## config.mk

```make
export PLATFORM = sky130hd
export DESIGN_NAME = updown_gray_counter
export DESIGN_NICKNAME = d
export VERILOG_FILES = /design/src/rtl/udgc_pkg.sv /design/src/rtl/udgc_prescaler.sv /design/src/rtl/updown_gray_counter.sv
export SDC_FILE = /design/constraint.sdc
export NUM_CORES = 1
export LEC_CHECK = 0
export CAP_MARGIN = 10
export CORE_AREA = 2 2 97 99
export CTS_BUF_LIST = sky130_fd_sc_hd__clkbuf_8
export DETAILED_ROUTE_END_ITERATION = 8
export DIE_AREA = 0 0 99 101
export SYNTH_ARGS = -nofsm -noshare
export SYNTH_HDL_FRONTEND = slang
export SYNTH_HIERARCHICAL = 1
export SYNTH_SLANG_ARGS = --single-unit
```

## constraint.sdc

```tcl
create_clock -name CLK -period 6.3 [get_ports CLK]
set_input_delay 0.63 -clock CLK [delete_from_list [all_inputs] [get_ports CLK]]
set_output_delay 0.63 -clock CLK [all_outputs]
set_load 0.01 [all_outputs]
```

## src/rtl/udgc_pkg.sv

```systemverilog
// -----------------------------------------------------------------------------
// udgc_pkg
// Shared types for updown_gray_counter: the MODE and LOAD encodings plus the
// width of the activity counter.
// Optional feature macro used by the top module: UDGC_GRAY_EN.
// -----------------------------------------------------------------------------
package udgc_pkg;

   typedef enum logic [1:0] {
      MODE_HOLD     = 2'b00,
      MODE_UP       = 2'b01,
      MODE_DOWN     = 2'b10,
      MODE_PINGPONG = 2'b11
   } mode_t;

   typedef enum logic [1:0] {
      LOAD_NONE = 2'b00,
      LOAD_ZERO = 2'b01,
      LOAD_A    = 2'b10,
      LOAD_B    = 2'b11
   } load_t;

   localparam int ACT_W = 3;

endpackage

```

## src/rtl/udgc_prescaler.sv

```systemverilog
// -----------------------------------------------------------------------------
// udgc_prescaler
// Free-running divider counting 0..DIV-1. TICK is high for the single cycle in
// which the counter holds DIV-1.
// Ports:
//   CLK    in   clock
//   RST_N  in   synchronous active-low reset (counter to 0)
//   TICK   out  one-cycle tick, once every DIV cycles
// -----------------------------------------------------------------------------
module udgc_prescaler #(
   parameter int DIV = 4194304
) (
   input  logic CLK,
   input  logic RST_N,
   output logic TICK
);

   localparam int CW = (DIV > 1) ? $clog2(DIV) : 1;
   localparam logic [CW-1:0] LAST = CW'(DIV - 1);
   localparam logic [CW-1:0] ONE  = CW'(1);

   logic [CW-1:0] cnt_r;
   logic [CW-1:0] cnt_nx_s;
   logic          last_s;

   // Terminal-count detect and wrap of the divider.
   always_comb begin
      last_s   = (cnt_r == LAST);
      cnt_nx_s = cnt_r;
      if (last_s) begin
         cnt_nx_s = {CW{1'b0}};
      end else begin
         cnt_nx_s = cnt_r + ONE;
      end
   end

   // Divider state register.
   always_ff @(posedge CLK) begin
      if (!RST_N) begin
         cnt_r <= {CW{1'b0}};
      end else begin
         cnt_r <= cnt_nx_s;
      end
   end

   assign TICK = last_s;

endmodule

```

## src/rtl/updown_gray_counter.sv

```systemverilog
// -----------------------------------------------------------------------------
// updown_gray_counter
// Up / down / ping-pong counter with registered binary and Gray outputs. Steps
// come either from the internal prescaler tick or from the rising edge of the
// (already debounced) manual STEP input; LOAD presets the count and outranks
// any step in the same cycle.
// Optional feature: define UDGC_GRAY_EN to build the Gray register/encoder;
// otherwise GRAY is tied to zero.
// Ports:
//   CLK       in   single clock
//   RST_N     in   synchronous active-low reset
//   STEP_SEL  in   0 = prescaler tick, 1 = rising edge of STEP
//   STEP      in   manual step level
//   MODE      in   00 hold, 01 up, 10 down, 11 ping-pong
//   LOAD      in   00 none, 01 zero, 10 PRESET_A, 11 PRESET_B
//   COUNT     out  binary count
//   GRAY      out  Gray code of COUNT (zero when UDGC_GRAY_EN is undefined)
//   WRAP      out  one-cycle pulse on wrap or ping-pong turnaround
//   DIR       out  1 = counting up, 0 = counting down
//   ACT       out  3-bit activity counter, +1 per prescaler tick
// -----------------------------------------------------------------------------
module updown_gray_counter
   import udgc_pkg::*;
#(
   parameter int          WIDTH    = 10,
   parameter int          DIV      = 4194304,
   parameter int unsigned PRESET_A = 32'd341,   // 10'b0101010101
   parameter int unsigned PRESET_B = 32'd682    // 10'b1010101010
) (
   input  logic             CLK,
   input  logic             RST_N,
   input  logic             STEP_SEL,
   input  logic             STEP,
   input  logic [1:0]       MODE,
   input  logic [1:0]       LOAD,
   output logic [WIDTH-1:0] COUNT,
   output logic [WIDTH-1:0] GRAY,
   output logic             WRAP,
   output logic             DIR,
   output logic [ACT_W-1:0] ACT
);

   localparam logic [WIDTH-1:0] ZERO  = {WIDTH{1'b0}};
   localparam logic [WIDTH-1:0] ONE   = WIDTH'(1);
   localparam logic [WIDTH-1:0] MAXV  = {WIDTH{1'b1}};
   localparam logic [WIDTH-1:0] VAL_A = WIDTH'(PRESET_A);
   localparam logic [WIDTH-1:0] VAL_B = WIDTH'(PRESET_B);

   logic             tick_s;
   logic             s1_r;
   logic             s2_r;
   logic             step_ev_s;
   mode_t            mode_s;
   load_t            load_s;

   logic [WIDTH-1:0] count_r;
   logic [WIDTH-1:0] count_nx_s;
   logic             dir_r;
   logic             dir_nx_s;
   logic             wrap_r;
   logic             wrap_nx_s;
   logic [ACT_W-1:0] act_r;

   udgc_prescaler #(
      .DIV (DIV)
   ) u_prescaler (
      .CLK   (CLK),
      .RST_N (RST_N),
      .TICK  (tick_s)
   );

   // Step source selection; STEP_SEL is applied combinationally so switching
   // it never manufactures an event of its own.
   always_comb begin
      mode_s = mode_t'(MODE);
      load_s = load_t'(LOAD);
      if (STEP_SEL) begin
         step_ev_s = s1_r & ~s2_r;
      end else begin
         step_ev_s = tick_s;
      end
   end

   // Next-state count / direction / wrap: load outranks step, step outranks hold.
   always_comb begin
      count_nx_s = count_r;
      dir_nx_s   = dir_r;
      wrap_nx_s  = 1'b0;
      if (load_s != LOAD_NONE) begin
         case (load_s)
            LOAD_ZERO: count_nx_s = ZERO;
            LOAD_A:    count_nx_s = VAL_A;
            LOAD_B:    count_nx_s = VAL_B;
            default:   count_nx_s = count_r;
         endcase
      end else if (step_ev_s) begin
         case (mode_s)
            MODE_HOLD: begin
               count_nx_s = count_r;
            end
            MODE_UP: begin
               dir_nx_s   = 1'b1;
               count_nx_s = count_r + ONE;
               wrap_nx_s  = (count_r == MAXV);
            end
            MODE_DOWN: begin
               dir_nx_s   = 1'b0;
               count_nx_s = count_r - ONE;
               wrap_nx_s  = (count_r == ZERO);
            end
            MODE_PINGPONG: begin
               // Turnaround reflects off the end value instead of repeating it.
               if (dir_r) begin
                  if (count_r == MAXV) begin
                     count_nx_s = MAXV - ONE;
                     dir_nx_s   = 1'b0;
                     wrap_nx_s  = 1'b1;
                  end else begin
                     count_nx_s = count_r + ONE;
                  end
               end else begin
                  if (count_r == ZERO) begin
                     count_nx_s = ONE;
                     dir_nx_s   = 1'b1;
                     wrap_nx_s  = 1'b1;
                  end else begin
                     count_nx_s = count_r - ONE;
                  end
               end
            end
            default: begin
               count_nx_s = count_r;
            end
         endcase
      end else begin
         count_nx_s = count_r;
      end
   end

   // STEP synchroniser and counter state registers.
   always_ff @(posedge CLK) begin
      if (!RST_N) begin
         s1_r    <= 1'b0;
         s2_r    <= 1'b0;
         count_r <= ZERO;
         dir_r   <= 1'b1;
         wrap_r  <= 1'b0;
         act_r   <= {ACT_W{1'b0}};
      end else begin
         s1_r    <= STEP;
         s2_r    <= s1_r;
         count_r <= count_nx_s;
         dir_r   <= dir_nx_s;
         wrap_r  <= wrap_nx_s;
         if (tick_s) begin
            act_r <= act_r + ACT_W'(1);
         end else begin
            act_r <= act_r;
         end
      end
   end

`ifdef UDGC_GRAY_EN
   logic [WIDTH-1:0] gray_r;

   // Gray register fed from the next-state count so it stays aligned with COUNT.
   always_ff @(posedge CLK) begin
      if (!RST_N) begin
         gray_r <= ZERO;
      end else begin
         gray_r <= count_nx_s ^ (count_nx_s >> 1);
      end
   end

   assign GRAY = gray_r;
`else
   assign GRAY = ZERO;
`endif

   assign COUNT = count_r;
   assign DIR   = dir_r;
   assign WRAP  = wrap_r;
   assign ACT   = act_r;

endmodule
```

[Word-level counts from Yosys, hierarchy flattened]
Cells that the tools add are included.
W data, S select, Z words.
Operators by class
  reduce and logical (&&, ||, !) cells: 9
  bitwise gates (word level): 5
  mux-type cells: 15
  equality and inequality tests: 10
  $add $sub $neg: 4
Operator list (count)
  $pmux W10 S3: 2
  $mux W10: 5
  $add A22 B1 Y22 const B: 1
  $eq A22 B22 Y1 const B: 1
  $add A10 B1 Y10 const B: 1
  $eq A10 B10 Y1 const B: 1
  $logic_not A10 Y1: 1
  $sub A10 B1 Y10 const B: 1
  $eq A2 B2 Y1 const B: 4
  $mux W1: 6
  $pmux W1 S3: 2
  $reduce_and A3 Y1: 2
  $eq A2 B1 Y1 const B: 2
  $ne A4 B1 Y1 const B: 1
  $not A1 Y1: 4
  $reduce_bool A2 Y1: 2
  $add A3 B1 Y3 const B: 1
  $reduce_bool A3 Y1: 1
  $reduce_or A3 Y1: 1
  $logic_not A2 Y1: 1
  $ne A2 B2 Y1 const B: 1
  $reduce_or A2 Y1: 1
  $and A1 B1 Y1: 1
Word-level totals
  output and inout port bits: 25
  flip-flop bits (word level): 39
  bits of input ports: 8

[Logic depth before layout (Yosys ltp)]
Gate-level depths: netlist of run 1.
  word-level depth: 6
  depth in mapped cells: 11
  depth with buffers taken out: 10

[By module]
Netlist of run 1, hierarchy kept.
By module, submodules not included
  updown_gray_counter: cells each 226, instances 1, area an instance 1619.1 um2
  udgc_prescaler: cells each 116, instances 1, area an instance 1023.5 um2

[Worst setup path after synthesis of run 1]
Ideal clock, no wire load.
  path kind: flip-flop to flip-flop
  start point: register u_prescaler.cnt_r[0]
  end point: register count_r[7] (netlist: COUNT[7])
  slack: 3241 ps
  clock period less this slack: 3059 ps
  arrival: 2939 ps
  stages on the path, launching flop included: 12
  cells stage by stage: dfxtp_1 > ha_1 > nand3_1 > or4_1 > buf_2 > nor4_1 > nand2b_1 > a21oi_1 > nand2_1 > a31oi_1 > o31ai_1 > o31a_1
On the way
  longest elaborated chain between the ends: 4
Ends and longest elaborated chain
  start: declaration: line udgc_prescaler.sv:22  | logic [CW-1:0] cnt_r;
  start signal: assignment: line udgc_prescaler.sv:40  | cnt_r <= {CW{1'b0}};
  start signal: assignment: line udgc_prescaler.sv:42  | cnt_r <= cnt_nx_s;
  $eq A22 B22 Y1: line udgc_prescaler.sv:28  | last_s = (cnt_r == LAST);
  via tick_s: line updown_gray_counter.sv:49  | logic tick_s;
  $mux W1: line updown_gray_counter.sv:77  | if (STEP_SEL) begin
  $reduce_bool A2 Y1 (no line)
  $reduce_and A3 Y1 (no line)
  end signal: assignment: line updown_gray_counter.sv:152  | count_r <= count_nx_s;
  end: declaration: line updown_gray_counter.sv:56  | logic [WIDTH-1:0] count_r;
The timed path passes the listed nets, and every way through them passes these cells.
A chain may end at the register's enable or synchronous reset.

[Worst setup path in the final report of run 1]
Same ends and word-level chain as after synthesis.

==> reports/metrics.yaml, run 1 <==
drive_gt1_frac: 0.05747
peakVddDrop_v: 0.00007502
synth.area.top_cells: "dfxtp_1 (30%), xnor2_1 (5.6%), nor2_1 (5.5%)"
yosys_warnings: 6
portBuffers: 22
start_util: 0.2944
ant_nets: 0
synth_seq_area_share: 0.2955
nFillCells: 928
syn_area_um2: 2643
path_class: "register to register"
fp.dieH_um: 101
yosysUniqueCellTypes: 61
die_w_um: 99
startpoint_type: "register"
hold_class: "register to register"
drc: 0
grt_setup_unrepaired: "false"
postCtsSetupBuffers: 0
fin_skew_ps: 8.195
routed_wl_um: 6682
synth_xor_area_frac: 0.07955
synth_fa_ha_area_frac: 0.01894
setup_viol: 0
pwr-share-comb: 0.162
synth_ff_type: "dfxtp_1"
switching_share: 0.3025
cp_max_fo: 10
gp_congestion: 0.8930
outcome: "finished, final reports clean"
cap_viol_max_count: 0
switching_power_mw: 0.1648
min_period_ps: 3675
p_per_area_nw_per_um2: 184.8
grt_use_total: 0.1358
synth_top_family_by_area: "simple AND/OR/NAND/NOR gates"
antenna_found_initial: 0
grt_pass1_wl_um: 11180
period_share: 0.5833
synth-async-reset-ratio: 0
ios: 33
synth.top_cell.area_share: 0.2955
final_cells: 459
place_area_um2: 2849
design_area_um2: 2948
hold_violations: 0
critical_path_required_ps: 6500
postSynthCellCount: 342
rows: 35
p_seq_frac: 0.493
cp-end-kind: "register"
leakagePower_nw: 1.014
dr.pass1.iters: 4
via_per_inst: 5.379
drt-initial-drc-count: 239
p_int_mw: 0.3800
core_um2: 8977
synth_edf_count: 0
clock-root-buffer: "clkbuf_8"
h-tree-depth: 2
grt_pass1_vias: 2275
clock_sinks: 39
synth-simple-area-share: 0.2831
clk_latency_ps: 300
arrival_ps: 3870
layout-area-overhead-vs-synth_pct: 11.55
ys_seq_elements: 39
dp_cells: 451
drt-wirelength-per-cell_um: 14.56
fin_nets: 359
cts_resized: 0
synth_top_area_cell: "dfxtp_1"
cts_buffers: 5
hold_buffers: 0
worst_slew_pin_slew_ps: 797.7
clk_pin_slew_worst_paths_ps: 90
maxSlewViolCount: 0
gr-total-overflow: 0
avgSynthCellArea_um2: 7.727
slew_headroom: 0.4671
grt_start_max_net_pins: 18
dp_hpwl_um: 4687
vias: 2469
pwr-share-clk: 0.345
diodes: 0
cts_tree: "built"
clockBufferDepth: 2
fin_setup_tns_ps: 0
synthMuxAreaShare: 0.02699
layout_common_cells: "dfxtp_1 (39), nor2_1 (39), nand2_1 (28)"
max_freq_ghz: 0.2721
synth-compound-area-share: 0.2041
die-area_um2: 9999
==> registers in the layout, summed over array words and instances, names as in the netlist <==
register	cells
ACT	3
COUNT	10
DIR	1
WRAP	1
s1_r	1
s2_r	1
u_prescaler/cnt_r	22
==> synth_stat cells (5+ instances only) <==
cell type	count
xnor2_1	17
o211ai_1	5
nor2_1	39
nand3_1	20
o21ai_0	14
mux2i_1	6
buf_2	8
or4_1	5
buf_4	10
and3_1	5
nand2_1	28
nor3_1	8
a21oi_1	15
clkbuf_1	12
nor4_1	9
dfxtp_1	39
a31oi_1	8
nand4_1	7
inv_1	13
xor2_1	7
==> routing by layer <==
layer | wire, um | global-route usage | share of wire | vias up
met4 | 106 | 0.04742 | 0.016 | 0
met1 | 3148 | 0.1855 | 0.47 | 1151
li1 | - | - | - | 1224
met3 | 441 | 0.02774 | 0.066 | 10
met2 | 2986 | 0.2126 | 0.45 | 84
met5 | 0 | 0 | 0 | -
==> power by group through the flow <==
stage | registers (mW) | logic, mW | clock network [mW]
2_1_floorplan | 0.267 | 0.0723 | 0
3_3_place_gp | 0.274 | 0.0864 | 0
6_report | 0.269 | 0.0881 | 0.188
5_1_grt | 0.271 | 0.0978 | 0.204
3_5_place_dp | 0.274 | 0.0871 | 0
4_1_cts | 0.269 | 0.0874 | 0.193
==> final timing paths <==
check	endpoint	slack, ps	depth (start not counted)	start
setup / recovery	COUNT[7]	2630	10	u_prescaler/cnt_r[0]
hold / removal	s2_r	470	1	s1_r
setup reg to reg	COUNT[7]	2630	10	u_prescaler/cnt_r[0]
hold reg to reg	s2_r	470	1	s1_r
==> metrics by stage <==
| stage | worst slack [ps] | hold slack, ps | total power [mW] | utilization |
|---|---|---|---|---|
| 2_1_floorplan | 3241 | 429.5 | 0.3392 | - |
| 3_3_place_gp | 2782 | 443.1 | 0.3605 | 0.3174 |
| 3_5_place_dp | 2641 | 443.5 | 0.3614 | 0.3174 |
| 4_1_cts | 2618 | 459.1 | 0.5493 | 0.3284 |
| 5_1_grt | 2242 | 489.2 | 0.5723 | 0.3284 |
| 6_report | 2625 | 470.1 | 0.5448 | 0.3284 |
==> cell families after synthesis <==
family | after synthesis
adder cells (fa/ha/maj) | 4
buffers and inverters | 47
flip-flops | 39
XOR/XNOR | 24
AO/OA/AOI/OAI | 76
other | 1
AND/OR/NAND/NOR | 144
multiplexers | 7
==> area by class of cell <==
class | count | area (um2) | share of cell area
Timing Repair Buffer | 22 | 220.2 | 0.07470
Sequential cell | 39 | 780.7 | 0.2649
Multi-Input combinational cell | 265 | 1657 | 0.5620
Clock inverter | 2 | 16.27 | 0.005518
Inverter | 14 | 52.55 | 0.01783
Tap cell | 111 | 138.9 | 0.04711
Clock buffer | 6 | 82.58 | 0.02801
==> worst max-delay path, cell delays in order, from the launching register on <==
cell and delay, ps:
dfxtp_1 380, ha_1 240, nand3_1 180, or4_1 640, nor4_1 620, nand2b_1 160, a21oi_1 660, nand2_1 140
a31oi_1 190, o31ai_1 90, o31a_1 280
No activity file was read; power rests on OpenSTA's default activity.
==> run 2, diff against run 1 <==
==> constraint.sdc (replaced) <==
create_clock -name CLK -period 3.65 [get_ports CLK]
set_input_delay 0.365 -clock CLK [delete_from_list [all_inputs] [get_ports CLK]]
set_output_delay 0.365 -clock CLK [all_outputs]
set_load 0.01 [all_outputs]
==> reports/metrics.yaml, run 2 (synthesis results as in run 1) <==
fp.dieH_um: 101
cp.buffers_inverters: 1
outcome: "finished, final reports clean"
die_w_um: 99
startpoint_type: "register"
fin_nets: 362
core_um2: 8977
dp_hpwl_um: 4739
cp_slowest_cell: "or4_1"
grt_pass1_wl_um: 11030
grt_setup_unrepaired: "false"
critical_path_required_ps: 3880
clk_latency_ps: 300
r2r_slack_ps: 590
cp-end-kind: "register"
setup_viol: 0
hold_violations: 0
fin_skew_ps: 8.704
hold_class: "register to register"
postCtsSetupBuffers: 0
dr.pass1.iters: 5
portBuffers: 22
cts_resized: 0
gp_congestion: 0.9394
cp_max_fo: 10
slew_headroom: 0.4482
grt_use_total: 0.1357
largest_register_ffs: 22
drc: 0
clock_sinks: 39
grt_pass1_vias: 2223
start_util: 0.2944
clock-root-buffer: "clkbuf_8"
via_per_inst: 5.394
min_period_ps: 3056
gr-total-overflow: 0
peakVddDrop_v: 0.0001832
cpPeakStageDelay_ps: 630
crit_chain: "ha_1 > nand3_1 > or4_1 > nor4_1 > buf_4 > nand2b_1 > a21o_1 > nor3_1 > and3_1 > o21ai_0 > a31oi_1"
h-tree-depth: 2
ant_nets: 0
grt_start_max_net_pins: 18
cts_tree: "built"
clk_pin_slew_worst_paths_ps: 80
clockBufferDepth: 2
layout-area-overhead-vs-synth_pct: 13.07
diodes: 0
rows: 35
hold_buffers: 0
arrival_ps: 3280
max_freq_ghz: 0.3272
routed_wl_um: 6644
drive_gt1_frac: 0.06553
drt-initial-drc-count: 227
fin_setup_tns_ps: 0
path_delay_family: "simple AND/OR/NAND/NOR gates"
cap_viol_max_count: 0
period_share: 0.8373
worst_slew_pin_slew_ps: 821.3
layout_common_cells: "dfxtp_1 (39), nor2_1 (39), nand2_1 (28)"
ios: 33
cts_buffers: 5
fin_util: 0.3328
p_per_area_nw_per_um2: 333.6
die-area_um2: 9999
drt-wirelength-per-cell_um: 14.38
top_register: "u_prescaler/cnt_r"
leakagePower_nw: 1.041
vias: 2492
hold_slack_ps: 470.3
maxSlewViolCount: 0
path_class: "register to register"
antenna_found_initial: 0
## run 2: area by class of cell
type | count | area (um2)
sequential | 39 | 780.7
clock buffer | 5 | 68.82
inverter | 14 | 52.55
fill | 908 | 5989
multi-input combinational | 265 | 1657
timing repair buffer | 25 | 242.7
clock inverter | 3 | 47.55
tap | 111 | 138.9
## run 2: worst reg2reg max path: stages, from the launching register on
cell and delay [ps]:
dfxtp_1 380, ha_1 240, nand3_1 190, or4_1 630, nor4_1 240, buf_4 180
nand2b_1 80, a21o_1 240, nor3_1 360, and3_1 210, o21ai_0 70, a31oi_1 150
## run 2: report_power, final
part | switching [mW] | total [mW] | internal [mW]
clock | 0.172 | 0.380 | 0.207
sequential | 0.0268 | 0.464 | 0.437
combinational | 0.0878 | 0.153 | 0.0652
## run 2: path summary, 6_finish.rpt
kind	depth (start not counted)	to	start
min reg2reg	1	u_prescaler/cnt_r[0]	u_prescaler/cnt_r[0]
min	1	u_prescaler/cnt_r[0]	u_prescaler/cnt_r[0]
max	11	COUNT[3]	u_prescaler/cnt_r[0]
max reg2reg	11	COUNT[3]	u_prescaler/cnt_r[0]
## run 2: stage by stage
step	worst slack [ps]	area [um2]	power [mW]	cells
detailed placement	620.0	2872	0.6256	454
CTS	590.8	2988	1.009	462
global route	229.3	2988	1.044	462
floorplan	591.3	2676	0.5854	351
global placement	713.8	2872	0.6253	454
finish	593.9	2988	0.9968	462
## run 2: layer usage
layer,vias up,share of wire,global-route usage
met5,-,0,0
met4,0,0.017,0.04953
met3,13,0.076,0.02635
met2,101,0.45,0.2089
met1,1148,0.46,0.1884
li1,1230,-,-
==> run 3, diff against run 2 <==
==> constraint.sdc (replaced) <==
create_clock -name CLK -period 2.8 [get_ports CLK]
set_input_delay 0.28 -clock CLK [delete_from_list [all_inputs] [get_ports CLK]]
set_output_delay 0.28 -clock CLK [all_outputs]
set_load 0.01 [all_outputs]
==> reports/metrics.yaml, run 3 (synthesis results as in run 1) <==
cpPeakStageDelay_ps: 490
switching_power_mw: 0.3507
clock-root-buffer: "clkbuf_8"
startpoint_type: "register"
die-area_um2: 9999
hold_slack_ps: 463.8
die_w_um: 99
period_share: 0.9184
grt_start_max_net_pins: 18
cp.buffers_inverters: 0
h-tree-depth: 2
p_per_area_nw_per_um2: 437.5
fin_skew_ps: 9.224
peakVddDrop_v: 0.0001455
path_delay_family: "simple AND/OR/NAND/NOR gates"
top_register: "u_prescaler/cnt_r"
multi_input_area_um2: 1672
ant_nets: 0
layout-area-overhead-vs-synth_pct: 18.80
cp-end-kind: "register"
cts_tree: "built"
max_freq_ghz: 0.3889
maxSlewViolCount: 0
portBuffers: 22
hold_class: "register to register"
via_per_inst: 5.416
fin_setup_tns_ps: 0
pwr-share-comb: 0.171
outcome: "finished, final reports clean"
clk_latency_ps: 290
leakagePower_nw: 1.132
hold_violations: 0
setup_viol: 0
min_period_ps: 2572
largest_register_ffs: 22
gr-total-overflow: 0
postCtsSetupBuffers: 0
antenna_found_initial: 0
hold_buffers: 0
fin_ws_ps: 228.5
fin_util: 0.3497
cts_buffers: 5
dr.pass1.iters: 5
min-delay-start: "u_prescaler/cnt_r[0]"
p_int_mw: 1.023
drt-wirelength-per-cell_um: 14.62
cp-startpoint: "u_prescaler/cnt_r[0]"
clk_pin_slew_worst_paths_ps: 80
nFillCells: 930
cap_viol_max_count: 0
r2r-start: "u_prescaler/cnt_r[0]"
layout_common_cells: "dfxtp_1 (39), nor2_1 (39), nand2_1 (28)"
gp_congestion: 0.9139
dp_cells: 470
path_class: "register to register"
place_ws_ps: 147.5
p_seq_frac: 0.430
grt_pass1_vias: 2328
fin_nets: 378
cp_max_fo: 7
design_area_um2: 3139
drive_gt1_frac: 0.1117
cp_slowest_cell: "or4_1"
slew_headroom: 0.5515
dp_hpwl_um: 5108
place_area_um2: 3002
grt_setup_unrepaired: "false"
start_util: 0.2944
grt_use_total: 0.1394
grt_pass1_wl_um: 11370
worst_slew_pin_slew_ps: 671.8
pwr-share-clk: 0.399
arrival_ps: 2710
core_um2: 8977
fp.dieH_um: 101
diodes: 0
final_cells: 478
rows: 35
drc: 0
crit_chain: "ha_1 > nand3_1 > or4_1 > nor4_2 > nand2b_1 > a21o_1 > nor3_2 > a21boi_0 > o221ai_1"
critical_path_required_ps: 2940
ff_latch_area_um2: 780.7
vias: 2589
clock_sinks: 39
clockBufferDepth: 2
drt-initial-drc-count: 158
cts_resized: 0
p_total_mw: 1.373
routed_wl_um: 6987
switching_share: 0.2553
ios: 33
[run 3: routing by layer]
layer	track usage	up-vias	routed length, um
met2	0.2323	112	3211
met3	0.02358	21	467
met1	0.1750	1190	3085
li1	-	1266	-
met5	0	-	0
met4	0.06639	0	223
[run 3: path summary, 6_finish.rpt]
| kind | cells past startpoint | end | slack, ps |
|---|---|---|---|
| hold reg to reg | 1 | u_prescaler/cnt_r[0] | 460 |
| setup reg to reg | 9 | DIR | 230 |
| hold / removal | 1 | u_prescaler/cnt_r[0] | 460 |
| setup / recovery | 9 | DIR | 230 |
[run 3: power groups by stage]
stage	logic, mW	clock network, mW	registers, mW
2_1_floorplan	0.163	0	0.600
3_3_place_gp	0.230	0	0.603
3_5_place_dp	0.231	0	0.604
4_1_cts	0.232	0.569	0.591
5_1_grt	0.257	0.592	0.594
6_report	0.235	0.547	0.591
[run 3: cell type report]
type	count	area share
multi-input cells	265	0.5325
clock inverters	3	0.02033
inverters	14	0.01674
clock buffers	5	0.02192
flip-flops and latches	39	0.2487
well taps	111	0.04424
repair buffers	41	0.1156
